## src/rtl/spi_dev_ctrl_pkg.sv

```systemverilog
// ---------------------------------------------------------------------------
// spi_dev_ctrl_pkg
// Shared definitions for the SPI device-side register access controller:
// frame command codes, FSM state encoding, bus operation codes and the
// status byte layout returned on MISO between frames.
// ---------------------------------------------------------------------------
package spi_dev_ctrl_pkg;

    // Frame command codes (first byte of every frame)
    localparam logic [7:0] CMD_WRITE = 8'h01;
    localparam logic [7:0] CMD_READ  = 8'h02;

    // Frame-decode FSM states
    typedef enum logic [2:0] {
        ST_IDLE   = 3'd0,
        ST_CMD    = 3'd1,
        ST_ADDR_H = 3'd2,
        ST_ADDR_L = 3'd3,
        ST_WDATA  = 3'd4,
        ST_RDUMMY = 3'd5,
        ST_RDATA  = 3'd6,
        ST_DRAIN  = 3'd7
    } state_t;

    // Request handed from the frame decoder to the bus tracker
    typedef enum logic [1:0] {
        OP_NONE = 2'd0,
        OP_WR   = 2'd1,
        OP_RD   = 2'd2
    } bus_op_t;

    function automatic logic is_valid_cmd(input logic [7:0] b);
        return (b == CMD_WRITE) || (b == CMD_READ);
    endfunction

    // Byte offered on MISO while no frame is active
    function automatic logic [7:0] status_byte(input logic udr, input logic ovr);
        return {6'b0, udr, ovr};
    endfunction

endpackage

```

## src/rtl/spi_dev_ctrl_bus.sv

```systemverilog
// ---------------------------------------------------------------------------
// spi_dev_ctrl_bus
// Register-bus request tracker. Accepts a single-cycle request from the frame
// decoder, raises bus_we or bus_re the following cycle and holds address and
// write data stable until the cycle bus_ack is seen. Only one request can be
// outstanding; the decoder consults 'busy' before issuing another.
//
// Ports
//   clk, rst_n           : clock, asynchronous active-low reset
//   req_op               : OP_WR / OP_RD for one cycle to start a request
//   req_addr, req_wdata  : request address and write data (sampled with req_op)
//   busy                 : a request is in flight (including its ack cycle)
//   rd_done              : read completes this cycle (bus_rdata is valid)
//   bus_addr, bus_wdata  : register bus address / write data
//   bus_we, bus_re       : register bus write / read request
//   bus_ack              : one-cycle completion from the register bus
// ---------------------------------------------------------------------------
module spi_dev_ctrl_bus
    import spi_dev_ctrl_pkg::*;
#(
    parameter int ADDR_W = 16
) (
    input  logic              clk,
    input  logic              rst_n,
    input  bus_op_t           req_op,
    input  logic [ADDR_W-1:0] req_addr,
    input  logic [7:0]        req_wdata,
    output logic              busy,
    output logic              rd_done,
    output logic [ADDR_W-1:0] bus_addr,
    output logic [7:0]        bus_wdata,
    output logic              bus_we,
    output logic              bus_re,
    input  logic              bus_ack
);

    logic              we_q,    we_d;
    logic              re_q,    re_d;
    logic [ADDR_W-1:0] addr_q,  addr_d;
    logic [7:0]        wdata_q, wdata_d;

    assign busy    = we_q | re_q;
    // An ack with nothing in flight is ignored.
    assign rd_done = re_q & bus_ack;

    // NOTE: every signal assigned in always_comb gets a default first so no
    // path leaves it unassigned, which would otherwise infer a latch.
    always_comb begin
        we_d    = we_q;
        re_d    = re_q;
        addr_d  = addr_q;
        wdata_d = wdata_q;
        if (busy) begin
            // Request stays asserted through the ack cycle, then drops.
            if (bus_ack) begin
                we_d = 1'b0;
                re_d = 1'b0;
            end
        end else begin
            case (req_op)
                OP_WR: begin
                    we_d    = 1'b1;
                    addr_d  = req_addr;
                    wdata_d = req_wdata;
                end
                OP_RD: begin
                    re_d   = 1'b1;
                    addr_d = req_addr;
                end
                default: ;
            endcase
        end
    end

    // NOTE: sequential state uses non-blocking assignments so every flop
    // samples its pre-edge inputs regardless of statement order.
    always_ff @(posedge clk or negedge rst_n) begin
        if (!rst_n) begin
            we_q    <= 1'b0;
            re_q    <= 1'b0;
            addr_q  <= '0;
            wdata_q <= '0;
        end else begin
            we_q    <= we_d;
            re_q    <= re_d;
            addr_q  <= addr_d;
            wdata_q <= wdata_d;
        end
    end

    assign bus_we    = we_q;
    assign bus_re    = re_q;
    assign bus_addr  = addr_q;
    assign bus_wdata = wdata_q;

endmodule

```

## src/rtl/spi_dev_ctrl.sv

```systemverilog
// ---------------------------------------------------------------------------
// spi_dev_ctrl
// Frame decoder sitting between an SPI device core and a register bus.
// Frame: command byte (WRITE/READ), address MSB, address LSB, payload.
// Writes are issued per received payload byte with auto-increment. Reads
// fetch the addressed byte after the LSB, skip one dummy byte and then
// prefetch the next byte on every received byte, so data appears on MISO
// starting with the byte after the dummy. Overrun and underrun are recorded
// in sticky flags that are reported as the first MISO byte of the next frame.
//
// Ports
//   clk, rst_n              : clock, asynchronous active-low reset
//   usr_rx_data, usr_rx_stb : byte received from the SPI core, valid strobe
//   usr_tx_data, usr_tx_ack : byte offered to the SPI core, latch pulse
//   csn_fall, csn_rise      : synchronized chip-select edge pulses
//   bus_addr/wdata/we/re    : register bus request (master side)
//   bus_rdata, bus_ack      : register bus completion, read data
//   err_ovr, err_udr        : sticky overrun / underrun flags
// ---------------------------------------------------------------------------
module spi_dev_ctrl
    import spi_dev_ctrl_pkg::*;
#(
    parameter int ADDR_W = 16
) (
    input  logic              clk,
    input  logic              rst_n,
    input  logic [7:0]        usr_rx_data,
    input  logic              usr_rx_stb,
    output logic [7:0]        usr_tx_data,
    input  logic              usr_tx_ack,
    input  logic              csn_rise,
    input  logic              csn_fall,
    output logic [ADDR_W-1:0] bus_addr,
    output logic [7:0]        bus_wdata,
    output logic              bus_we,
    output logic              bus_re,
    input  logic [7:0]        bus_rdata,
    input  logic              bus_ack,
    output logic              err_ovr,
    output logic              err_udr
);

    state_t            state_q, state_d;
    logic [ADDR_W-1:0] addr_q,  addr_d;
    logic              is_rd_q, is_rd_d;
    logic [7:0]        tx_q,    tx_d;
    logic              ovr_q,   ovr_d;
    logic              udr_q,   udr_d;

    bus_op_t           req_op;
    logic [ADDR_W-1:0] req_addr;
    logic              busy;
    logic              rd_done;

    // Address assembly: bits above ADDR_W in the received 16-bit address are
    // dropped by truncating the 16-bit intermediate.
    logic [15:0]       addr_hi_ext;
    logic [15:0]       addr_full_ext;
    logic [ADDR_W-1:0] addr_rx_hi;
    logic [ADDR_W-1:0] addr_rx_full;
    logic [ADDR_W-1:0] addr_inc;

    assign addr_hi_ext   = {usr_rx_data, 8'h00};
    // After ADDR_H the low byte of addr_q is zero, so OR-ing in the LSB works.
    assign addr_full_ext = 16'(addr_q) | {8'h00, usr_rx_data};
    assign addr_rx_hi    = addr_hi_ext[ADDR_W-1:0];
    assign addr_rx_full  = addr_full_ext[ADDR_W-1:0];
    // Natural wrap modulo 2^ADDR_W.
    assign addr_inc      = addr_q + ADDR_W'(1);

    always_comb begin
        state_d  = state_q;
        addr_d   = addr_q;
        is_rd_d  = is_rd_q;
        tx_d     = tx_q;
        ovr_d    = ovr_q;
        udr_d    = udr_q;
        req_op   = OP_NONE;
        req_addr = addr_q;

        // Read completion is independent of the frame position: the address
        // always advances, but only a read belonging to the active read phase
        // may replace the byte offered on MISO.
        if (rd_done) begin
            addr_d = addr_inc;
            if (state_q == ST_RDUMMY || state_q == ST_RDATA) begin
                tx_d = bus_rdata;
            end
        end

        if (state_q == ST_IDLE) begin
            tx_d = status_byte(udr_q, ovr_q);
        end

        // Core took the byte before the prefetch finished: stale data goes out.
        if (state_q == ST_RDATA && usr_tx_ack && busy) begin
            udr_d = 1'b1;
        end

        if (csn_fall) begin
            // The core latches the status byte in this same cycle (tx_q is
            // still the IDLE value), so clearing the flags here is safe.
            // A coincident usr_rx_stb is dropped.
            state_d = ST_CMD;
            ovr_d   = 1'b0;
            udr_d   = 1'b0;
        end else if (csn_rise) begin
            state_d = ST_IDLE;
        end else if (usr_rx_stb) begin
            case (state_q)
                ST_CMD: begin
                    if (busy) begin
                        ovr_d   = 1'b1;
                        state_d = ST_DRAIN;
                    end else if (is_valid_cmd(usr_rx_data)) begin
                        is_rd_d = (usr_rx_data == CMD_READ);
                        state_d = ST_ADDR_H;
                    end else begin
                        state_d = ST_DRAIN;
                    end
                end
                ST_ADDR_H: begin
                    addr_d  = addr_rx_hi;
                    state_d = ST_ADDR_L;
                end
                ST_ADDR_L: begin
                    if (busy) begin
                        ovr_d   = 1'b1;
                        state_d = ST_DRAIN;
                    end else begin
                        addr_d = addr_rx_full;
                        if (is_rd_q) begin
                            req_op   = OP_RD;
                            req_addr = addr_rx_full;
                            state_d  = ST_RDUMMY;
                        end else begin
                            state_d = ST_WDATA;
                        end
                    end
                end
                ST_WDATA: begin
                    if (busy) begin
                        ovr_d   = 1'b1;
                        state_d = ST_DRAIN;
                    end else begin
                        req_op = OP_WR;
                        addr_d = addr_inc;
                    end
                end
                ST_RDUMMY: begin
                    state_d = ST_RDATA;
                end
                ST_RDATA: begin
                    // Prefetch for the next MISO byte; address advances on ack.
                    if (busy) begin
                        ovr_d   = 1'b1;
                        state_d = ST_DRAIN;
                    end else begin
                        req_op = OP_RD;
                    end
                end
                default: ; // IDLE and DRAIN ignore received bytes
            endcase
        end
    end

    always_ff @(posedge clk or negedge rst_n) begin
        if (!rst_n) begin
            state_q <= ST_IDLE;
            addr_q  <= '0;
            is_rd_q <= 1'b0;
            tx_q    <= 8'h00;
            ovr_q   <= 1'b0;
            udr_q   <= 1'b0;
        end else begin
            state_q <= state_d;
            addr_q  <= addr_d;
            is_rd_q <= is_rd_d;
            tx_q    <= tx_d;
            ovr_q   <= ovr_d;
            udr_q   <= udr_d;
        end
    end

    spi_dev_ctrl_bus #(
        .ADDR_W (ADDR_W)
    ) u_bus (
        .clk       (clk),
        .rst_n     (rst_n),
        .req_op    (req_op),
        .req_addr  (req_addr),
        .req_wdata (usr_rx_data),
        .busy      (busy),
        .rd_done   (rd_done),
        .bus_addr  (bus_addr),
        .bus_wdata (bus_wdata),
        .bus_we    (bus_we),
        .bus_re    (bus_re),
        .bus_ack   (bus_ack)
    );

    assign usr_tx_data = tx_q;
    assign err_ovr     = ovr_q;
    assign err_udr     = udr_q;

endmodule

```

## config.mk

```make
export PLATFORM = sky130hd
export DESIGN_NAME = spi_dev_ctrl
export DESIGN_NICKNAME = d
export VERILOG_FILES = /design/src/rtl/spi_dev_ctrl_pkg.sv /design/src/rtl/spi_dev_ctrl_bus.sv /design/src/rtl/spi_dev_ctrl.sv
export SDC_FILE = /design/constraint.sdc
export NUM_CORES = 1
export LEC_CHECK = 0
export CAP_MARGIN = 20
export CORE_UTILIZATION = 50
export CTS_CLUSTER_DIAMETER = 60
export DETAILED_ROUTE_END_ITERATION = 8
export HOLD_SLACK_MARGIN = 0.08
export PLACE_DENSITY = 0.78
export SETUP_SLACK_MARGIN = 0.15
export SLEW_MARGIN = 10
export SYNTH_ARGS = -nofsm -noshare
export SYNTH_HDL_FRONTEND = slang
export SYNTH_SLANG_ARGS = --single-unit
```

## constraint.sdc

```tcl
create_clock -name clk -period 3 [get_ports clk]
set_input_delay 0.45 -clock clk [delete_from_list [all_inputs] [get_ports clk]]
set_output_delay 0.45 -clock clk [all_outputs]
set_load 0.01 [all_outputs]
```

; After elaboration in Yosys (flattened, before gate mapping)
; Cells that the tools add are included.
[totals]
register_bits = 56
latch_bits = 0
ramBits = 0
romBits = 0
input_bits = 23
out_inout_bits = 36
word_cells = 100
mem_count = 0
[classes]
n_addsub = 1
n_mul = 0
n_div = 0
order_cmp = 0
n_eq_ne = 13
shifts = 0
n_mux = 44
bitwise = 6
n_reduce_logical = 26
[op_table]
columns = operator, count
row1 = 16-bit 2-to-1 mux, 11
row2 = 16-bit case mux with 3 select lines, 1
row3 = 8-bit 2-to-1 mux, 3
row4 = 3-bit 2-to-1 mux, 6
row5 = "16-bit by 1-bit adder with 16-bit output, second input constant", 1
row6 = 16-bit by 8-bit OR with 16-bit output, 1
row7 = 2-bit nonzero test, 8
row8 = 3-bit case mux with 5 select lines, 1
row9 = 1-bit 2-to-1 mux, 14
row10 = 2-bit 2-to-1 mux, 7
row11 = 2-bit AND reduction, 5
row12 = "3-bit == test, second input constant", 3
row13 = "8-bit by 1-bit == test with 1-bit output, second input constant", 1
row14 = "8-bit by 2-bit == test with 1-bit output, second input constant", 1
row15 = 7-bit nonzero test, 1
row16 = "3-bit by 2-bit == test with 1-bit output, second input constant", 2
row17 = 2-bit case mux with 3 select lines, 1
row18 = 6-bit AND reduction, 1
row19 = "4-bit by 1-bit != test with 1-bit output, second input constant", 1
row20 = 4-bit AND reduction, 1
row21 = 2-bit OR reduction, 2
row22 = 4-bit OR reduction, 1
row23 = "3-bit by 1-bit == test with 1-bit output, second input constant", 1
row24 = 3-bit zero test, 1
row25 = other kinds (11), 15

; Logic depth before layout (Yosys ltp)
; Gate-level depths: netlist of run 1.
[depth]
ltp_word = 9
depth_mapped = 9
mapped_depth_nobuf = 7

; By module
; Synthesis of run 1 repeated with hierarchy kept, for this count alone.
[unflattened]
cells_unflattened = 337
hier_area_um2 = 3338.2
[by_module_without_submodules]
columns = module, n_inst, cells_each, area_per_inst_um2, seq_area_each_um2
row1 = spi_dev_ctrl, 1, 274, 2298.5, 750.7
row2 = spi_dev_ctrl_bus, 1, 63, 1039.7, 650.6

; Worst setup path before layout of run 1
; Ideal clock, no wire load.
[synth_path]
kind = input-to-reg
startpoint = in csn_fall
endpoint = reg u_bus.addr_q[12] (netlist: u_bus.bus_addr[12])
setup_ps = 125
t_arrival_ps = 2379
required_time_ps = 2875
setup_slack_ps = 496
path_stages = 8
path_buffers = 2
cell_sequence = buf_2 > nor3b_2 > nand2_1 > a21o_1 > ha_1 > nor2_1 > buf_2 > mux2_2
[synth_between]
elab_chain_len = 4
elab_cells_between_ends = 6
cone_classes = eq/ne (2) / mux (2) / reduce/logical (2)
[synth_lines]
columns = item, line
row1 = from (decl), spi_dev_ctrl.sv:32  ; input logic csn_fall,
row2 = 2-bit 2-to-1 mux, spi_dev_ctrl.sv:100  ; if (csn_fall) begin
row3 = 2-bit == test / 2-bit by 1-bit == test with 1-bit output (equally long branches), spi_dev_ctrl_bus.sv:60  ; case (req_op)
row4 = 2-bit OR reduction (no source line), n/a
row5 = 2-bit AND reduction (no source line), n/a
row6 = to (signal assigned), spi_dev_ctrl_bus.sv:86  ; addr_q <= addr_d;
row7 = to (decl), spi_dev_ctrl_bus.sv:39  ; logic [ADDR_W-1:0] addr_q, addr_d;
; Several ways; a longest one is shown, not always the timed one.
; A chain may end at the register's enable or synchronous reset.

; Worst setup path in the final report of run 1
[layout_path]
startpoint = reg state_q[0]
endpoint = reg u_bus.addr_q[9] (netlist: u_bus.bus_addr[9])
[layout_between]
elab_chain_len = 8
elab_cells_between_ends = 15
cone_classes = eq/ne (5) / mux (8) / reduce/logical (2)
[layout_lines]
columns = item, line
row1 = from (decl), spi_dev_ctrl.sv:43  ; state_t state_q, state_d;
row2 = from (signal assigned), spi_dev_ctrl.sv:176  ; state_q <= state_d;
row3 = 3-bit == test / 3-bit by 2-bit == test with 1-bit output (equally long branches), spi_dev_ctrl.sv:110  ; case (state_q)
row4 = 2-bit case mux with 3 select lines, spi_dev_ctrl.sv:110
row5 = 2-bit 2-to-1 mux, spi_dev_ctrl.sv:109  ; end else if (usr_rx_stb) begin
row6 = 2-bit 2-to-1 mux, spi_dev_ctrl.sv:107  ; end else if (csn_rise) begin
row7 = 2-bit 2-to-1 mux, spi_dev_ctrl.sv:100
row8 = 2-bit == test / 2-bit by 1-bit == test with 1-bit output (equally long branches), spi_dev_ctrl_bus.sv:60
row9 = 2-bit OR reduction (no source line), n/a
row10 = 2-bit AND reduction (no source line), n/a
; Several ways; a longest one is shown, not always the timed one.

==> results of run 1 <==
-- logic make-up after synthesis --
logic type | Yosys count
flops | 56
simple gates | 136
xor+xnor | 11
buf+inv | 38
compound gates | 111
mux | 18
fa+ha+maj | 3
-- area by class of cell --
class | instances | area [um^2]
clock buffer | 5 | 68.82
clock inverter | 3 | 18.77
fill | 556 | 2365
inverter | 7 | 26.28
multi-input combinational | 279 | 1788
sequential | 56 | 1401
tap | 77 | 96.34
timing repair buffer | 69 | 658.1
-- layout by cell type (no fill, tap or decap), drive strengths merged, types with 11 or more instances in the layout --
cell           count
buf               12
o21ai             26
nor3              11
mux2              16
nand3             11
nor2              27
clkdlybuf4s50     57
nand2             39
dfrtp             56
a21oi             31
-- sequential cells by signal, indices dropped and copies added, names as in the netlist --
| register | count |
|---|---|
| u_bus.bus_addr | 16 |
| u_bus.bus_we | 1 |
| u_bus.bus_re | 1 |
| usr_tx_data | 8 |
| err_udr | 1 |
| err_ovr | 1 |
| is_rd_q | 1 |
| state_q | 3 |
| addr_q | 16 |
| u_bus.bus_wdata | 8 |
-- routing by layer --
| layer | vias to the layer above | track usage | share of wire |
|---|---|---|---|
| met1 | 1498 | 0.3723 | 0.43 |
| li1 | 1462 | - | - |
| met2 | 185 | 0.4396 | 0.45 |
| met4 | 0 | 0.1019 | 0.024 |
| met5 | - | 0 | 0 |
| met3 | 24 | 0.05143 | 0.087 |
-- where the power goes --
group	leakage (nW)	internal, W	switching [W]
sequential	0.708	0.000964	0.000274
combinational	0.870	0.000483	0.000394
clock	0.0479	0.000164	0.000255
-- worst paths after layout --
| path | endpoint | slack (ns) | from | depth (start not counted) |
|---|---|---|---|---|
| setup / recovery | u_bus.bus_addr[9] | 0.55 | state_q[0] | 7 |
| hold / removal | usr_tx_data[0] | 0.25 | rst_n | 1 |
| setup reg to reg | u_bus.bus_addr[9] | 0.55 | state_q[0] | 7 |
| hold reg to reg | u_bus.bus_addr[15] | 0.51 | u_bus.bus_addr[15] | 1 |
| max in group asynchronous | u_bus.bus_addr[10] | 1.98 | rst_n | 2 |
| min in group clk | u_bus.bus_addr[15] | 0.51 | u_bus.bus_addr[15] | 1 |
-- stage by stage --
step,area [um^2],std cells
2_1_floorplan,3353,373
3_3_place_gp,3970,488
3_5_place_dp,3970,488
4_1_cts,4058,496
5_1_grt,4058,496
6_report,4058,496
-- critical path, stage by stage (launching register included) --
cell     delay (ns)
dfrtp_1        0.78
and3b_1        0.28
nand2_1        0.09
a21o_1         0.18
ha_1           0.28
nor2_1         0.10
buf_4          0.25
mux2_2         0.37
==> metrics.md, run 1 <==
| Metric | Value |
|---|---|
| Area Growth Syn to Fin | 21.01% |
| Worst Setup Start Kind | flip-flop |
| CP Max Fanout | 20 |
| Worst Hold Slack | 0.2480 ns |
| Final setup margin | 0.5540 ns |
| Synthesized flop and latch total | 56 |
| Vias in the first global route | 3,092 |
| Largest family of logic cells by synthesized area | compound AO/OA/AOI/OAI gates |
| Number of DRC markers in iteration 0 | 376 |
| Crit path time final | 2.446 ns |
| CP Data Required Time | 3.21 ns |
| Die area | 7038 um^2 |
| Cts hold-fix bufs | 0 |
| Crit Path Category | flip-flop to flip-flop |
| Most used DFF post-synth | dfrtp_1 |
| Post-synthesis simple-gate area fraction | 0.2116 |
| TritonCTS Buffers | 5 |
| RSZ-0062 raised after global routing | no |
| Routed wire per std cell | 18.08 um |
| Slew of the pin with the lowest slew margin | 0.9115 ns |
| Failing checks | design-rule violations |
| Synth Warn # | 0 |
| Clock skew | 0.007999 ns |
| Leak | 1.626 nW |
| Area leader, netlist | dfrtp_1 |
| Max-slew violations | 0 |
| Fin util | 0.6318 |
| Count of cell types in the netlist | 61 |
| Width of the die | 83.89 um |
| Most frequent cell after synthesis | dfrtp_1 |
| Pwr Density | 624.4 nW/um^2 |
| Num ports | 59 |
| XOR/XNOR Fraction of Synth Area | 0.02873 |
| Hold Vio Cnt, Final | 0 |
| FP Rows | 29 |
| Routed vias | 3,169 |
| Drt total wl | 8.969 mm |
| CTS tree | built |
| Clk buf depth | 2 |
| Post-CTS Setup Repair Bufs | 0 |
| Synth top cells by count | dfrtp_1, nand2_1, a21oi_1 |
| Core footprint | 6422 um^2 |
| Remaining global-route overflow | 0 |
| Post-synthesis mux area share | 0.05970 |
| Dpl hpwl | 6.281 mm |
| MaxCap Viol Count | 0 |
| # clock sinks | 56 |
| H-Tree Depth | 2 |
| Crit share post-route | 0.8153 |
| Post-Synth Adder-Cell Area | 0.01119 |
| Rel. slew slack | 0.3923 |
| Worst setup EP type | flip-flop |
| Clk_lat worst skew | 0.32 ns |
| Post-synth EDFFs | 0 |
| Mean Syn Cell Area | 8.990 um^2 |
| Worst path arrival time | 2.65 ns |
| First-pass GRT wire length | 15.37 mm |
| Fmax | 408.8 MHz |
| # DRC | 10 |
| CTS Root Cell | clkbuf_8 |
| Maximum vdd drop | 0.0004629 V |
| Initial DRT Pass Iterations | 9 |
| Die Ht | 83.89 um |
| Initial Util | 0.5221 |
| Pre-CTS setup slack | 0.3176 ns |
| Vias per cell | 6.389 |
| FFs w/ async S/R, synth | 1.000 |
| Layout cells sized above 1 | 0.1026 |
| Final Setup Violations | 0 |
| Post_cts resized | 0 |
| Post-synthesis instance total | 373 |
| Synth top area cells | dfrtp_1, mux2_2, a21oi_1 |
| Cell Area, Synth | 3353 um^2 |
| Clock-pin slew on the worst setup and hold paths | 0.10 ns |
| Yosys top cell area share | 0.4179 |
| Synth Net Count | 399 |
| Register area share after synthesis | 0.4179 |
| Gpl congestion | 0.9407 |
| Status | finished with violations |
| Antenna violations before repair | 0 |
| Compound-Gate Fraction of Synth Area | 0.2220 |
| N_diodes | 0 |
| Total power | 0.002533 W |
| Largest net degree at the start of global routing | 41 |
| TNS Setup | 0 ns |
| Worst min path class | input port to asynchronous set/reset pin |
| Nets | 444 |
| DRT antenna net count | 0 |
| Buffers added on ports | 58 |
| Total Routing Usage GR | 0.2749 |
No activity file was read; power rests on OpenSTA's default activity.
==> inputs of run 2 (changes only) <==
==> constraint.sdc (replaced) <==
create_clock -name clk -period 2.34 [get_ports clk]
set_input_delay 0.351 -clock clk [delete_from_list [all_inputs] [get_ports clk]]
set_output_delay 0.351 -clock clk [all_outputs]
set_load 0.01 [all_outputs]
==> run 2 against run 1 <==
The flow still finishes with violations (design-rule violations). Maximum frequency increased by 17%. Worst setup slack got worse by 0.30 ns. Cell area up 7.8%. Total power increased by 40%. Via count is 4.2% higher. Global-route usage rose by 0.65 points. Clock power grew 77%. Die area stayed put. Final cell count up 5.6%. Critical path type unchanged. Largest cell class unchanged. Largest power group unchanged.
==> metrics.md, run 2 (synthesis results as in run 1) <==
| Metric | Value |
|---|---|
| Crit path max-delay cell type | dfrtp_2 (was dfrtp_1) |
| DRT antenna net count | 0 (unchanged) |
| # DRC | 8 (was 10) |
| Post-CTS Setup Repair Bufs | 0 (unchanged) |
| Worst setup EP type | flip-flop (unchanged) |
| Status | finished with violations (unchanged) |
| CP Data Required Time | 2.57 ns (was 3.21 ns) |
| Crit-path max cell delay | 0.47 ns (was 0.78 ns) |
| Worst R2R Start | state_q[0] (unchanged) |
| Worst min path class | flip-flop to flip-flop (was input port to asynchronous set/reset pin) |
| Max-slew violations | 0 (unchanged) |
| Leading cell type in the layout, fill and taps excluded | clkdlybuf4s50_1 (unchanged) |
| Hold Path Depth | 1 |
| Rel. slew slack | 0.5207 (was 0.3923) |
| Slew of the pin with the lowest slew margin | 0.7123 ns (was 0.9115 ns) |
| Number of DRC markers in iteration 0 | 321 (was 376) |
| Pre-CTS setup slack | -0.03548 ns (was 0.3176 ns) |
| Crit path time final | 2.086 ns (was 2.446 ns) |
| Worst R2R Path Depth | 6 (was 7) |
| Routed wire per std cell | 18.15 um (was 18.08 um) |
| Pwr Density | 810.7 nW/um^2 (was 624.4 nW/um^2) |
| Area Growth Syn to Fin | 30.45% (was 21.01%) |
| Most frequent cells in the layout | clkdlybuf4s50_1, dfrtp_1, nand2_1, buf_4, a21oi_1 (was clkdlybuf4s50_1, dfrtp_1, nand2_1, a21oi_1, nor2_1) |
| Initial DRT Pass Iterations | 8 (was 9) |
| Final Setup Violations | 0 (unchanged) |
| Worst Setup Start Kind | flip-flop (unchanged) |
| Total Routing Usage GR | 0.2814 (was 0.2749) |
| Antenna violations before repair | 0 (unchanged) |
| Clk buf depth | 2 (unchanged) |
| Worst path arrival time | 2.31 ns (was 2.65 ns) |
| Drt total wl | 9.511 mm (was 8.969 mm) |
| Remaining global-route overflow | 0 (unchanged) |
| # clock sinks | 56 (unchanged) |
| Post-Place Cells | 516 (was 488) |
| Worst Hold Slack | 0.5145 ns (was 0.2480 ns) |
| R2r endpoint | addr_q[15] (was u_bus.bus_addr[9]) |
| Buffers added on ports | 58 (unchanged) |
| N_diodes | 0 (unchanged) |
| Vias in the first global route | 3,140 (was 3,092) |
| First-pass GRT wire length | 15.77 mm (was 15.37 mm) |
| Clk_lat worst skew | 0.31 ns (was 0.32 ns) |
| FP Rows | 29 (unchanged) |
| Routed vias | 3,301 (was 3,169) |
| Crit path cell chain | buf_4 > or3b_1 > or3_1 > mux2i_1 > nor2_1 > a221oi_2 (was and3b_1 > nand2_1 > a21o_1 > ha_1 > nor2_1 > buf_4 > mux2_2) |
| Initial Util | 0.5221 (unchanged) |
| Crit Path Category | flip-flop to flip-flop (unchanged) |
| Maximum vdd drop | 0.0006497 V (was 0.0004629 V) |
| Clock-pin slew on the worst setup and hold paths | 0.10 ns (about the same) |
| Num ports | 59 (unchanged) |
| WHS Endpoint | u_bus.bus_addr[14] |
| Layout Cells excl Fill | 524 (was 496) |
| Nets | 473 (was 444) |
| Fin util | 0.6811 (was 0.6318) |
| Clock skew | 0.007164 ns (was 0.007999 ns) |
| Hold Vio Cnt, Final | 0 (unchanged) |
| MaxCap Viol Count | 0 (unchanged) |
| Fmax | 479.3 MHz (was 408.8 MHz) |
| CP Max Fanout | 14 (was 20) |
| R2R setup slack | 0.25 ns (was 0.55 ns) |
| CTS tree | built (unchanged) |
| Core footprint | 6422 um^2 (unchanged) |
| # fillers | 506 (was 556) |
| Vias per cell | 6.300 (was 6.389) |
| Hold path start | u_bus.bus_addr[14] |
| Reg area | 1404 um^2 (was 1401 um^2) |
| Final setup margin | 0.2536 ns (was 0.5540 ns) |
| Die Ht | 83.89 um (unchanged) |
| H-Tree Depth | 2 (unchanged) |
| Width of the die | 83.89 um (unchanged) |
| TritonCTS Buffers | 5 (unchanged) |
| Gpl congestion | 0.9545 (was 0.9407) |
| Multi-input logic area | 1815 um^2 (was 1788 um^2) |
| Largest net degree at the start of global routing | 32 (was 41) |
| CTS Root Cell | clkbuf_8 (unchanged) |
| RSZ-0062 raised after global routing | no (unchanged) |
| Crit share post-route | 0.8916 (was 0.8153) |
| Layout cells sized above 1 | 0.1723 (was 0.1026) |
| Failing checks | design-rule violations (unchanged) |
| Leak | 1.797 nW (was 1.626 nW) |
| Die area | 7038 um^2 (unchanged) |
| Dpl hpwl | 6.970 mm (was 6.281 mm) |
[run 2: layer usage]
| layer | vias up | track usage | part of all wire |
|---|---|---|---|
| li1 | 1524 | - | - |
| met1 | 1553 | 0.3811 | 0.41 |
| met2 | 193 | 0.4404 | 0.46 |
| met3 | 31 | 0.05836 | 0.094 |
| met4 | 0 | 0.1144 | 0.035 |
| met5 | - | 0 | 0 |
[run 2: worst max path at each step]
stage               slack [ns]  startpoint  cells past startpoint            endpoint
finish                    0.25  state_q[0]                      6          addr_q[15]
global route              0.15    csn_rise                      6  u_bus.bus_wdata[2]
CTS                       0.18  state_q[1]                      9   u_bus.bus_addr[0]
detailed placement       -0.04  usr_rx_stb                     10   u_bus.bus_addr[0]
global placement         0.004    csn_rise                      8  u_bus.bus_addr[12]
floorplan                 0.16    csn_fall                      8  u_bus.bus_addr[12]
[run 2: critical path: cells and delay by family, from the launching register on]
kind | cells | cell delay [ns]
AO/OA/AOI/OAI | 1 | 0.27
buffers and inverters | 1 | 0.21
flip-flops | 1 | 0.47
multiplexers | 1 | 0.23
AND/OR/NAND/NOR | 3 | 0.82
[run 2: timing repair]
action / in CTS / in global routing
endpoints found under the setup margin: 0 / 37
hold buffers: 1 / 0
hold endpoints to repair: 25 / 0
resized for setup: 0 / 6
[run 2: through the flow]
| step | area [um^2] | setup TNS, ns | total power [W] |
|---|---|---|---|
| after floorplan | 3374 | 0 | 0.002175 |
| after global placement | 4222 | 0 | 0.002747 |
| after detailed placement | 4222 | -0.3962 | 0.002795 |
| after CTS | 4360 | 0 | 0.003540 |
| after global routing | 4374 | 0 | 0.003728 |
| final | 4374 | 0 | 0.003546 |
[run 2: final cells by class]
cell class / instances / area share
Clock buffer: 5 / 0.01573
Clock inverter: 2 / 0.01373
Timing Repair Buffer: 98 / 0.2065
Multi-Input combinational cell: 279 / 0.4150
Sequential cell: 56 / 0.3209
Tap cell: 77 / 0.02203
Inverter: 7 / 0.006007
[run 2: power breakdown]
group	total (W)	switching, W	internal (W)	leakage, nW
Combinational	0.00127	0.000581	0.000685	1.03
Sequential	0.00154	0.000303	0.00124	0.706
Clock	0.000740	0.000318	0.000422	0.0642
Total	0.00355	0.00120	0.00234	1.80
==> inputs of run 3 (changes only) <==
--- a/config.mk
+++ b/config.mk
@@ -6,12 +6,13 @@
 export NUM_CORES = 1
 export LEC_CHECK = 0
 export CAP_MARGIN = 20
-export CORE_UTILIZATION = 50
+export CORE_UTILIZATION = 40
 export CTS_CLUSTER_DIAMETER = 60
 export DETAILED_ROUTE_END_ITERATION = 8
 export HOLD_SLACK_MARGIN = 0.08
-export PLACE_DENSITY = 0.78
+export PLACE_DENSITY = 0.65
 export SETUP_SLACK_MARGIN = 0.15
+export SKIP_LAST_GASP = 1
 export SLEW_MARGIN = 10
 export SYNTH_ARGS = -nofsm -noshare
 export SYNTH_HDL_FRONTEND = slang
==> constraint.sdc (replaced) <==
create_clock -name clk -period 2.4 [get_ports clk]
set_input_delay 0.36 -clock clk [delete_from_list [all_inputs] [get_ports clk]]
set_output_delay 0.36 -clock clk [all_outputs]
set_load 0.01 [all_outputs]
==> run 3 against run 2 <==
The flow now finishes without violations. Maximum frequency shrank 1.4%. Clock-buffer cell count is the same. Clock power shrank 25%. Register-to-register slack gained 0.03 ns. Worst setup slack gained 0.031 ns. Wire length grew 5.1%. Cell area grew 0.40%. Combinational power is essentially flat. Hold slack lost 0.45 ns. Sequential share of layout area shrank 0.16 points. Largest cell class unchanged. Largest power group unchanged.
==> metrics.md, run 3 (synthesis results as in run 1) <==
| Metric | Value |
|---|---|
| Status | finished clean (was finished with violations) |
| Clock skew | 0.008669 ns (was 0.007164 ns) |
| MaxCap Viol Count | 0 (unchanged) |
| Initial Util | 0.4102 (was 0.5221) |
| Remaining global-route overflow | 0 (unchanged) |
| Layout Cells excl Fill | 557 (was 524) |
| Sequential power share | 0.448 (was 0.434) |
| # DRC | 0 (was 8) |
| Die area | 8753 um^2 (was 7038 um^2) |
| Final Setup Violations | 0 (unchanged) |
| Hold Vio Cnt, Final | 0 (unchanged) |
| Leak | 1.799 nW (was 1.797 nW) |
| Total Routing Usage GR | 0.2387 (was 0.2814) |
| Clock-pin slew on the worst setup and hold paths | 0.11 ns (was 0.10 ns) |
| Worst setup EP type | flip-flop (unchanged) |
| Leading cell type in the layout, fill and taps excluded | clkdlybuf4s50_1 (unchanged) |
| R2R setup slack | 0.28 ns (was 0.25 ns) |
| Crit path time final | 2.115 ns (was 2.086 ns) |
| CTS Root Cell | clkbuf_8 (unchanged) |
| TritonCTS Buffers | 5 (unchanged) |
| First-pass GRT wire length | 16.02 mm (was 15.77 mm) |
| Fmax | 472.7 MHz (was 479.3 MHz) |
| Rel. slew slack | 0.5358 (was 0.5207) |
| Comb power frac | 0.385 (was 0.357) |
| Most frequent cells in the layout | clkdlybuf4s50_1, dfrtp_1, buf_4, nand2_1, a21oi_1 (was clkdlybuf4s50_1, dfrtp_1, nand2_1, buf_4, a21oi_1) |
| RSZ-0062 raised after global routing | yes (was no) |
| N_diodes | 0 (unchanged) |
| Nets | 477 (was 473) |
| Buffers added on ports | 58 (unchanged) |
| R2r endpoint | state_q[0] (was addr_q[15]) |
| DRT antenna net count | 0 (unchanged) |
| Final setup margin | 0.2847 ns (was 0.2536 ns) |
| Slew of the pin with the lowest slew margin | 0.6964 ns (was 0.7123 ns) |
| Clk buf depth | 2 (unchanged) |
| Core footprint | 8175 um^2 (was 6422 um^2) |
| FP Rows | 33 (was 29) |
| Pint | 0.002099 W (was 0.002344 W) |
| # clock sinks | 56 (unchanged) |
| Largest net degree at the start of global routing | 30 (was 32) |
| Pre-CTS setup slack | -0.01477 ns (was -0.03548 ns) |
| Worst R2R Start | state_q[1] (was state_q[0]) |
| Vias per cell | 5.873 (was 6.300) |
| Post-Place Cells | 549 (was 516) |
| Worst path arrival time | 2.33 ns (was 2.31 ns) |
| Number of DRC markers in iteration 0 | 249 (was 321) |
| Sw Pwr | 0.001218 W (was 0.001202 W) |
| Max-slew violations | 0 (unchanged) |
| Worst Setup Start Kind | flip-flop (unchanged) |
| Crit Path Category | flip-flop to flip-flop (unchanged) |
| Routed vias | 3,271 (was 3,301) |
| Worst min path class | input port to asynchronous set/reset pin (was flip-flop to flip-flop) |
| Layout cells sized above 1 | 0.1792 (was 0.1723) |
| CP Max Fanout | 11 (was 14) |
| CP Data Required Time | 2.61 ns (was 2.57 ns) |
| Clock Power Share | 0.167 (was 0.209) |
| Gpl congestion | 0.8826 (was 0.9545) |
| Pwr Density | 755.4 nW/um^2 (was 810.7 nW/um^2) |
| Num ports | 59 (unchanged) |
| CTS tree | built (unchanged) |
| Crit share post-route | 0.8814 (was 0.8916) |
| Clk_lat worst skew | 0.32 ns (was 0.31 ns) |
| Worst R2R Path Depth | 6 (unchanged) |
| Fin util | 0.5372 (was 0.6811) |
| Initial DRT Pass Iterations | 5 (was 8) |
| Drt total wl | 9.999 mm (was 9.511 mm) |
| H-Tree Depth | 2 (unchanged) |
| Maximum vdd drop | 0.0004335 V (was 0.0006497 V) |
| Net Sw Frac | 0.3672 (was 0.3390) |
| Post-CTS Setup Repair Bufs | 0 (unchanged) |
| Die Ht | 93.56 um (was 83.89 um) |
| Vias in the first global route | 3,073 (was 3,140) |
| Width of the die | 93.56 um (was 83.89 um) |
| Routed wire per std cell | 17.95 um (was 18.15 um) |
| Antenna violations before repair | 0 (unchanged) |
| Dpl hpwl | 7.318 mm (was 6.970 mm) |
| Area Growth Syn to Fin | 30.97% (was 30.45%) |
## run 3: cell count changes in the layout (fill, tap and decap cells not counted), sizes merged
cell | previous run | this run
clkinv | 0 | 2
inv | 7 | 8
buf | 40 | 45
dlygate4sd3 | 1 | 0
bufinv | 2 | 0
## run 3: power groups by stage
stage | logic [W] | registers (W) | clock network, W
after floorplan | 0.000679 | 0.00144 | 0
after global placement | 0.00125 | 0.00149 | 0
after detailed placement | 0.00127 | 0.00149 | 0
after CTS | 0.00127 | 0.00148 | 0.000571
after global routing | 0.00140 | 0.00152 | 0.000599
final | 0.00128 | 0.00148 | 0.000555
## run 3: worst max path at each step
stage	to	cells after the start	start	slack (ns)
2_1_floorplan	u_bus.bus_addr[12]	8	state_q[1]	0.18
3_3_place_gp	u_bus.bus_addr[12]	8	usr_rx_stb	0.03
3_5_place_dp	u_bus.bus_addr[0]	10	usr_rx_stb	-0.01
4_1_cts	addr_q[6]	6	state_q[1]	0.20
5_1_grt	u_bus.bus_addr[2]	9	state_q[0]	0.13
6_report	state_q[0]	6	state_q[1]	0.28
## run 3: critical path, cell delays in order (launching register included)
cell and delay [ns]:
dfrtp_1 0.52, buf_4 0.22, nor2b_2 0.19, a221o_1 0.31, a211oi_4 0.33, a311oi_1 0.11
a221o_1 0.32
## run 3: what timing repair did
action                     CTS  global route
setup endpoints to repair    0            24
hold buffers                 0             0
resized for setup            0             4
## run 3: per-stage QoR
stage                     area [um^2]  power (W)  hold WS [ns]  TNS (ns)
after floorplan                  3371   0.002120       0.06441         0
after global placement           4292   0.002735        0.4461         0
after detailed placement         4292   0.002760        0.4481  -0.01477
after CTS                        4383   0.003323       0.09390         0
after global routing             4392   0.003519        0.1213         0
final                            4392   0.003317       0.06278         0
## run 3: area by class of cell
class                      count  area (um^2)
clock inverter                 3        22.52
inverter                       7        26.28
clock buffer                   5        68.82
fill                         741         3784
timing repair buffer         102        930.9
sequential                    56         1403
multi-input combinational    279         1809
tap                          105        131.4
## run 3: per-layer routing
layer	global-route usage	routed length, um	vias to the layer above	share of wire
li1	-	-	1529	-
met1	0.3359	4475	1586	0.45
met2	0.3787	4648	140	0.46
met3	0.03333	664	16	0.066
met4	0.07564	210	0	0.021
met5	0	0	-	0
